File: src/rtl/pipe_ctrl.sv
// pipe_ctrl: hazard control, condition-code register and halt/exception FSM
// for the five-stage Y86 pipeline.
// Optional build macro PIPE_CTRL_PERF_CNT_EN adds saturating performance
// counters (cycles, fetch stalls, execute bubbles). Without it the counter
// ports are tied to zero and no counter flops exist.
module pipe_ctrl #(
  parameter int CNT_W = 32
) (
  input  logic             clk,
  input  logic             rst_n,
  input  logic [3:0]       D_icode,
  input  logic [3:0]       d_srcA,
  input  logic [3:0]       d_srcB,
  input  logic [3:0]       E_icode,
  input  logic [3:0]       E_dstM,
  input  logic             e_cnd,
  input  logic             alu_zf,
  input  logic             alu_sf,
  input  logic             alu_of,
  input  logic [3:0]       M_icode,
  input  logic [2:0]       m_stat,
  input  logic [2:0]       W_stat,
  output logic             F_stall,
  output logic             D_stall,
  output logic             W_stall,
  output logic             D_bubble,
  output logic             E_bubble,
  output logic             M_bubble,
  output logic             set_cc,
  output logic             cc_zf,
  output logic             cc_sf,
  output logic             cc_of,
  output logic             halted,
  output logic [2:0]       exc_stat,
  output logic [CNT_W-1:0] cyc_cnt,
  output logic [CNT_W-1:0] stall_cnt,
  output logic [CNT_W-1:0] bubble_cnt
);

  localparam logic [3:0] I_MRMOV = 4'h5;
  localparam logic [3:0] I_OPQ   = 4'h6;
  localparam logic [3:0] I_JXX   = 4'h7;
  localparam logic [3:0] I_RET   = 4'h9;
  localparam logic [3:0] I_POP   = 4'hB;
  localparam logic [3:0] R_NONE  = 4'hF;
  localparam logic [2:0] S_AOK   = 3'd1;

  typedef enum logic [1:0] {
    ST_RUN,
    ST_DRAIN,
    ST_HALTED
  } state_t;

  state_t r_state;
  state_t w_state_nxt;

  logic       w_loaduse;
  logic       w_ret_p;
  logic       w_mispred;
  logic       w_exc_mw;
  logic       w_w_bad;
  logic       w_m_bad;
  logic       r_halted;
  logic [2:0] r_exc_stat;
  logic       r_cc_zf;
  logic       r_cc_sf;
  logic       r_cc_of;

  // Hazard detection terms
  always_comb begin
    w_loaduse = ((E_icode == I_MRMOV) || (E_icode == I_POP)) &&
                (E_dstM != R_NONE) &&
                ((E_dstM == d_srcA) || (E_dstM == d_srcB));
    w_ret_p   = (D_icode == I_RET) || (E_icode == I_RET) || (M_icode == I_RET);
    w_mispred = (E_icode == I_JXX) && !e_cnd;
    w_m_bad   = (m_stat != S_AOK);
    w_w_bad   = (W_stat != S_AOK);
    w_exc_mw  = w_m_bad || w_w_bad;
  end

  // FSM state register
  always_ff @(posedge clk or negedge rst_n) begin
    if (!rst_n) begin
      r_state <= ST_RUN;
    end else begin
      r_state <= w_state_nxt;
    end
  end

  // FSM next-state: DRAIN is left only for HALTED, HALTED only by reset
  always_comb begin
    w_state_nxt = r_state;
    case (r_state)
      ST_RUN: begin
        if (w_w_bad) begin
          w_state_nxt = ST_HALTED;
        end else if (w_m_bad) begin
          w_state_nxt = ST_DRAIN;
        end
      end
      ST_DRAIN: begin
        if (w_w_bad) begin
          w_state_nxt = ST_HALTED;
        end
      end
      ST_HALTED: w_state_nxt = ST_HALTED;
      default:   w_state_nxt = ST_RUN;
    endcase
  end

  // FSM outputs: stall/bubble controls and CC write enable
  always_comb begin
    F_stall  = 1'b0;
    D_stall  = 1'b0;
    W_stall  = 1'b0;
    D_bubble = 1'b0;
    E_bubble = 1'b0;
    M_bubble = 1'b0;
    set_cc   = 1'b0;
    if (r_state == ST_HALTED) begin
      F_stall  = 1'b1;
      D_stall  = 1'b1;
      W_stall  = 1'b1;
      E_bubble = 1'b1;
      M_bubble = 1'b1;
    end else begin
      F_stall  = w_loaduse | w_ret_p;
      D_stall  = w_loaduse;
      // Stall wins on D: a load/use hold must not be overwritten by a nop
      D_bubble = (w_mispred | (w_ret_p & ~w_loaduse)) & ~w_loaduse;
      E_bubble = w_mispred | w_loaduse;
      M_bubble = w_exc_mw;
      W_stall  = w_w_bad;
      set_cc   = (E_icode == I_OPQ) && !w_exc_mw;
    end
  end

  // Condition-code register, loaded from the execute-stage ALU flags
  always_ff @(posedge clk or negedge rst_n) begin
    if (!rst_n) begin
      r_cc_zf <= 1'b1;
      r_cc_sf <= 1'b0;
      r_cc_of <= 1'b0;
    end else if (set_cc) begin
      r_cc_zf <= alu_zf;
      r_cc_sf <= alu_sf;
      r_cc_of <= alu_of;
    end
  end

  // Halt flag and exception status, captured on entry to HALTED
  always_ff @(posedge clk or negedge rst_n) begin
    if (!rst_n) begin
      r_halted   <= 1'b0;
      r_exc_stat <= S_AOK;
    end else if ((r_state != ST_HALTED) && (w_state_nxt == ST_HALTED)) begin
      r_halted   <= 1'b1;
      r_exc_stat <= W_stat;
    end
  end

  assign cc_zf    = r_cc_zf;
  assign cc_sf    = r_cc_sf;
  assign cc_of    = r_cc_of;
  assign halted   = r_halted;
  assign exc_stat = r_exc_stat;

`ifdef PIPE_CTRL_PERF_CNT_EN
  localparam logic [CNT_W-1:0] CNT_ONE = {{(CNT_W-1){1'b0}}, 1'b1};

  logic [CNT_W-1:0] r_cyc_cnt;
  logic [CNT_W-1:0] r_stall_cnt;
  logic [CNT_W-1:0] r_bubble_cnt;
  logic             w_active;

  assign w_active = (r_state != ST_HALTED);

  // Saturating performance counters, frozen once halted
  always_ff @(posedge clk or negedge rst_n) begin
    if (!rst_n) begin
      r_cyc_cnt    <= '0;
      r_stall_cnt  <= '0;
      r_bubble_cnt <= '0;
    end else if (w_active) begin
      if (r_cyc_cnt != '1) begin
        r_cyc_cnt <= r_cyc_cnt + CNT_ONE;
      end
      if (F_stall && (r_stall_cnt != '1)) begin
        r_stall_cnt <= r_stall_cnt + CNT_ONE;
      end
      if (E_bubble && (r_bubble_cnt != '1)) begin
        r_bubble_cnt <= r_bubble_cnt + CNT_ONE;
      end
    end
  end

  assign cyc_cnt    = r_cyc_cnt;
  assign stall_cnt  = r_stall_cnt;
  assign bubble_cnt = r_bubble_cnt;
`else
  assign cyc_cnt    = '0;
  assign stall_cnt  = '0;
  assign bubble_cnt = '0;
`endif

endmodule

File: config.mk
export PLATFORM = sky130hd
export DESIGN_NAME = pipe_ctrl
export DESIGN_NICKNAME = d
export VERILOG_FILES = /design/src/rtl/pipe_ctrl.sv
export SDC_FILE = /design/constraint.sdc
export NUM_CORES = 1
export LEC_CHECK = 0
export CORE_MARGIN = 4
export CORE_UTILIZATION = 31
export DETAILED_ROUTE_END_ITERATION = 12
export GPL_TIMING_DRIVEN = 1
export PLACE_DENSITY = 0.86
export SYNTH_ARGS = -nofsm -noshare
export SYNTH_HDL_FRONTEND = slang
export SYNTH_SLANG_ARGS = --single-unit
File: constraint.sdc
create_clock -name clk -period 2.95 [get_ports clk]
set_clock_uncertainty 0.1 [all_clocks]
set_input_delay 0.295 -clock clk [delete_from_list [all_inputs] [get_ports clk]]
set_output_delay 0.295 -clock clk [all_outputs]
set_load 0.02 [all_outputs]
==> impl_metrics.ini, run 1 <==
[timing]
slew_violations = 0
clock.fmax_mhz = 371
rsz0062_at_grt = false
min_period_ps = 2700
period_share_pct = 91.4
timing_hold_violations_final = 0
setup_viol = 0
finalSetupTns_ps = 0

[critical_path]
r2r-start = r_state[1]
crit_path_end_kind = output port
criticalPathCategory = input pin to output port
required_ps = 2560
worstPathArrival_ps = 2300
critPathLaunch = E_dstM[1]
cp-start-kind = input pin
path_max_fanout = 4

[placement]
post_dp_cell_area_um2 = 1510
portBuffers = 49
place_congestion = 0.727
dp_hpwl_um = 2430
post-place-cells = 248

[pwr]
p_seq_share_pct = 27.7
combPwrFrac_pct = 42.8
power_density_nw_per_um2 = 309
p_leak_nw = 0.794
p_int_uw = 288
vdd.ir_drop.worst_uv = 156
power_uw = 481
power_frac_clock_pct = 29.4
switchingPower_uw = 192
p_sw_share_pct = 40.0

[die]
initial_core_util_pct = 32.6
io_pins = 146
rows = 23
die_y_um = 73.3
die_w_um = 73.3
die-area_um2 = 5380
core_area_um2 = 4060

[layout]
layout.nets = 239
mostFrequentLayoutCell = conb_1
nFillCells = 421
antenna_cells = 0
utilization_pct = 38.4
finalNonFillerCells = 252
design_area_um2 = 1560
drive_gt1_share_pct = 7.43
final_cell_mix = conb_1 (96), clkdlybuf4s50_1 (49), xor2_1 (8)
area_delta_synth_final_pct = 17.7

[drt]
drt_iter0_markers = 11
via_count = 859
routed_via_density = 3.41
dr.pass1.iters = 2
wire_per_inst_um = 10.6
ant_nets = 0
drc = 0
wl_um = 2680

[clock_network]
numClockSinks = 9
cts_tree = built
cts_resized = 0
post_cts_buffers = 0
clk_pin_slew_ps = 50
ctsRootBufferMaster = clkbuf_8
cts_max_path_buffers = 2
numCtsBuffers = 3
clock_latency_ps = 230
cts-hold-fix-buffers = 0
cts_htree_levels = 1

[yosys]
synth_area_leaders = buf_4 (54%), dfrtp_1 (13%), xor2_1 (5.3%)
synth-warning-count = 0
syn_inst = 150
synth_top_area_share_pct = 54.4
async_reset_ff_share_pct = 100
ys_ff_latch = 9
synth_top_flop_cell = dfrtp_1
ys_seq_area_share_pct = 17.2
synth_area_per_cell_um2 = 8.83
synth-edff-count = 0
yosysTopAreaCell = buf_4
syn_area_um2 = 1320
yosysUniqueCellTypes = 27

[global_route]
grt_max_degree = 10
gr-total-overflow = 0
grt_antenna_before_repair = 0
gr-usage-all-layers_pct = 8.58
grt_pass1_wl_um = 3480
first_global_vias = 720

[run_status]
run_status = complete, no violations

[run]
max-cap-violations = 0

[worst_hold_path]
hold_class = input pin to asynchronous set/reset pin
## synth_stat cells (2+ instances only)
cell type  instances
nand2b_1           2
dfrtp_1            7
dfstp_2            2
nor4_1             2
inv_1              2
mux2_2             3
nor4bb_1           3
mux2_4             3
buf_4             96
nor3b_1            3
xor2_1             8
nand2_1            2
nand3b_1           3
## path summary, 6_finish.rpt
kind                               endpoint  slack (ps)  cells past startpoint
worst max-delay path               E_bubble         250                      6
worst min-delay path                  cc_of         270                      1
worst max register to register        cc_sf        1250                      4
worst min register to register       halted         380                      1
max in group asynchronous       exc_stat[0]        2160                      1
min in group clk                     halted         380                      1
## power by group through the flow
| stage | logic (mW) | registers (mW) | clock network (mW) |
|---|---|---|---|
| final | 0.206 | 0.133 | 0.141 |
| after global placement | 0.201 | 0.135 | 0 |
| after CTS | 0.203 | 0.133 | 0.151 |
| after detailed placement | 0.203 | 0.135 | 0 |
| after floorplan | 0.224 | 0.142 | 0 |
| after global routing | 0.220 | 0.134 | 0.158 |
## worst max-delay path: stages
cell	delay (ps)
clkdlybuf4s50_1	480
xor2_1	200
nor4_1	290
o2111ai_1	270
nand3_1	150
clkdlybuf4s50_1	620
## registers in the layout, summed over array words and instances, names as in the netlist
signal / count
cc_zf: 1
exc_stat: 3
cc_sf: 1
cc_of: 1
halted: 1
r_state: 2
## per-layer routing
metal / routed length (um) / track usage, %
met2: 1430 / 15.5
met5: 0 / 0
met4: 13 / 1.81
met3: 473 / 4.65
met1: 753 / 8.68
## logic make-up (layout without fill, tap and decap cells)
family / count (synthesis) / after routing / synth area share, %
muxes: 7 / 7 / 6.71
and+or+nand+nor: 24 / 24 / 13.7
AOI/OAI and AO/OA: 3 / 3 / 1.80
DFF: 9 / 9 / 17.2
xor gates and xnor gates: 8 / 8 / 5.29
other: 1 / 96 / 0.283
buffers and inverters: 98 / 55 / 55.0
## area by class of cell
class	instances	area [um2]	area share (%)
clock buffers	4	45.0	2.89
inverters	2	7.51	0.482
multi-input cells	138	724	46.5
flip-flops and latches	9	228	14.6
well taps	50	62.6	4.02
repair buffers	49	490	31.5
## stage by stage
stage | worst slack [ps] | hold WS, ps
global route | 108 | 305
finish | 255 | 267
floorplan | 1220 | -101
detailed placement | 233 | 370
CTS | 218 | 270
global placement | 205 | 353
No activity file was read; power rests on OpenSTA's default activity.
==> run 2, diff against run 1 <==
--- a/config.mk
+++ b/config.mk
@@ -7,6 +7,7 @@
 export LEC_CHECK = 0
 export CORE_MARGIN = 4
 export CORE_UTILIZATION = 31
+export CTS_CLUSTER_SIZE = 16
 export DETAILED_ROUTE_END_ITERATION = 12
 export GPL_TIMING_DRIVEN = 1
 export PLACE_DENSITY = 0.86
==> results of run 2 <==
Same layout as run 1: the final DEF is identical, and so are final timing and power.
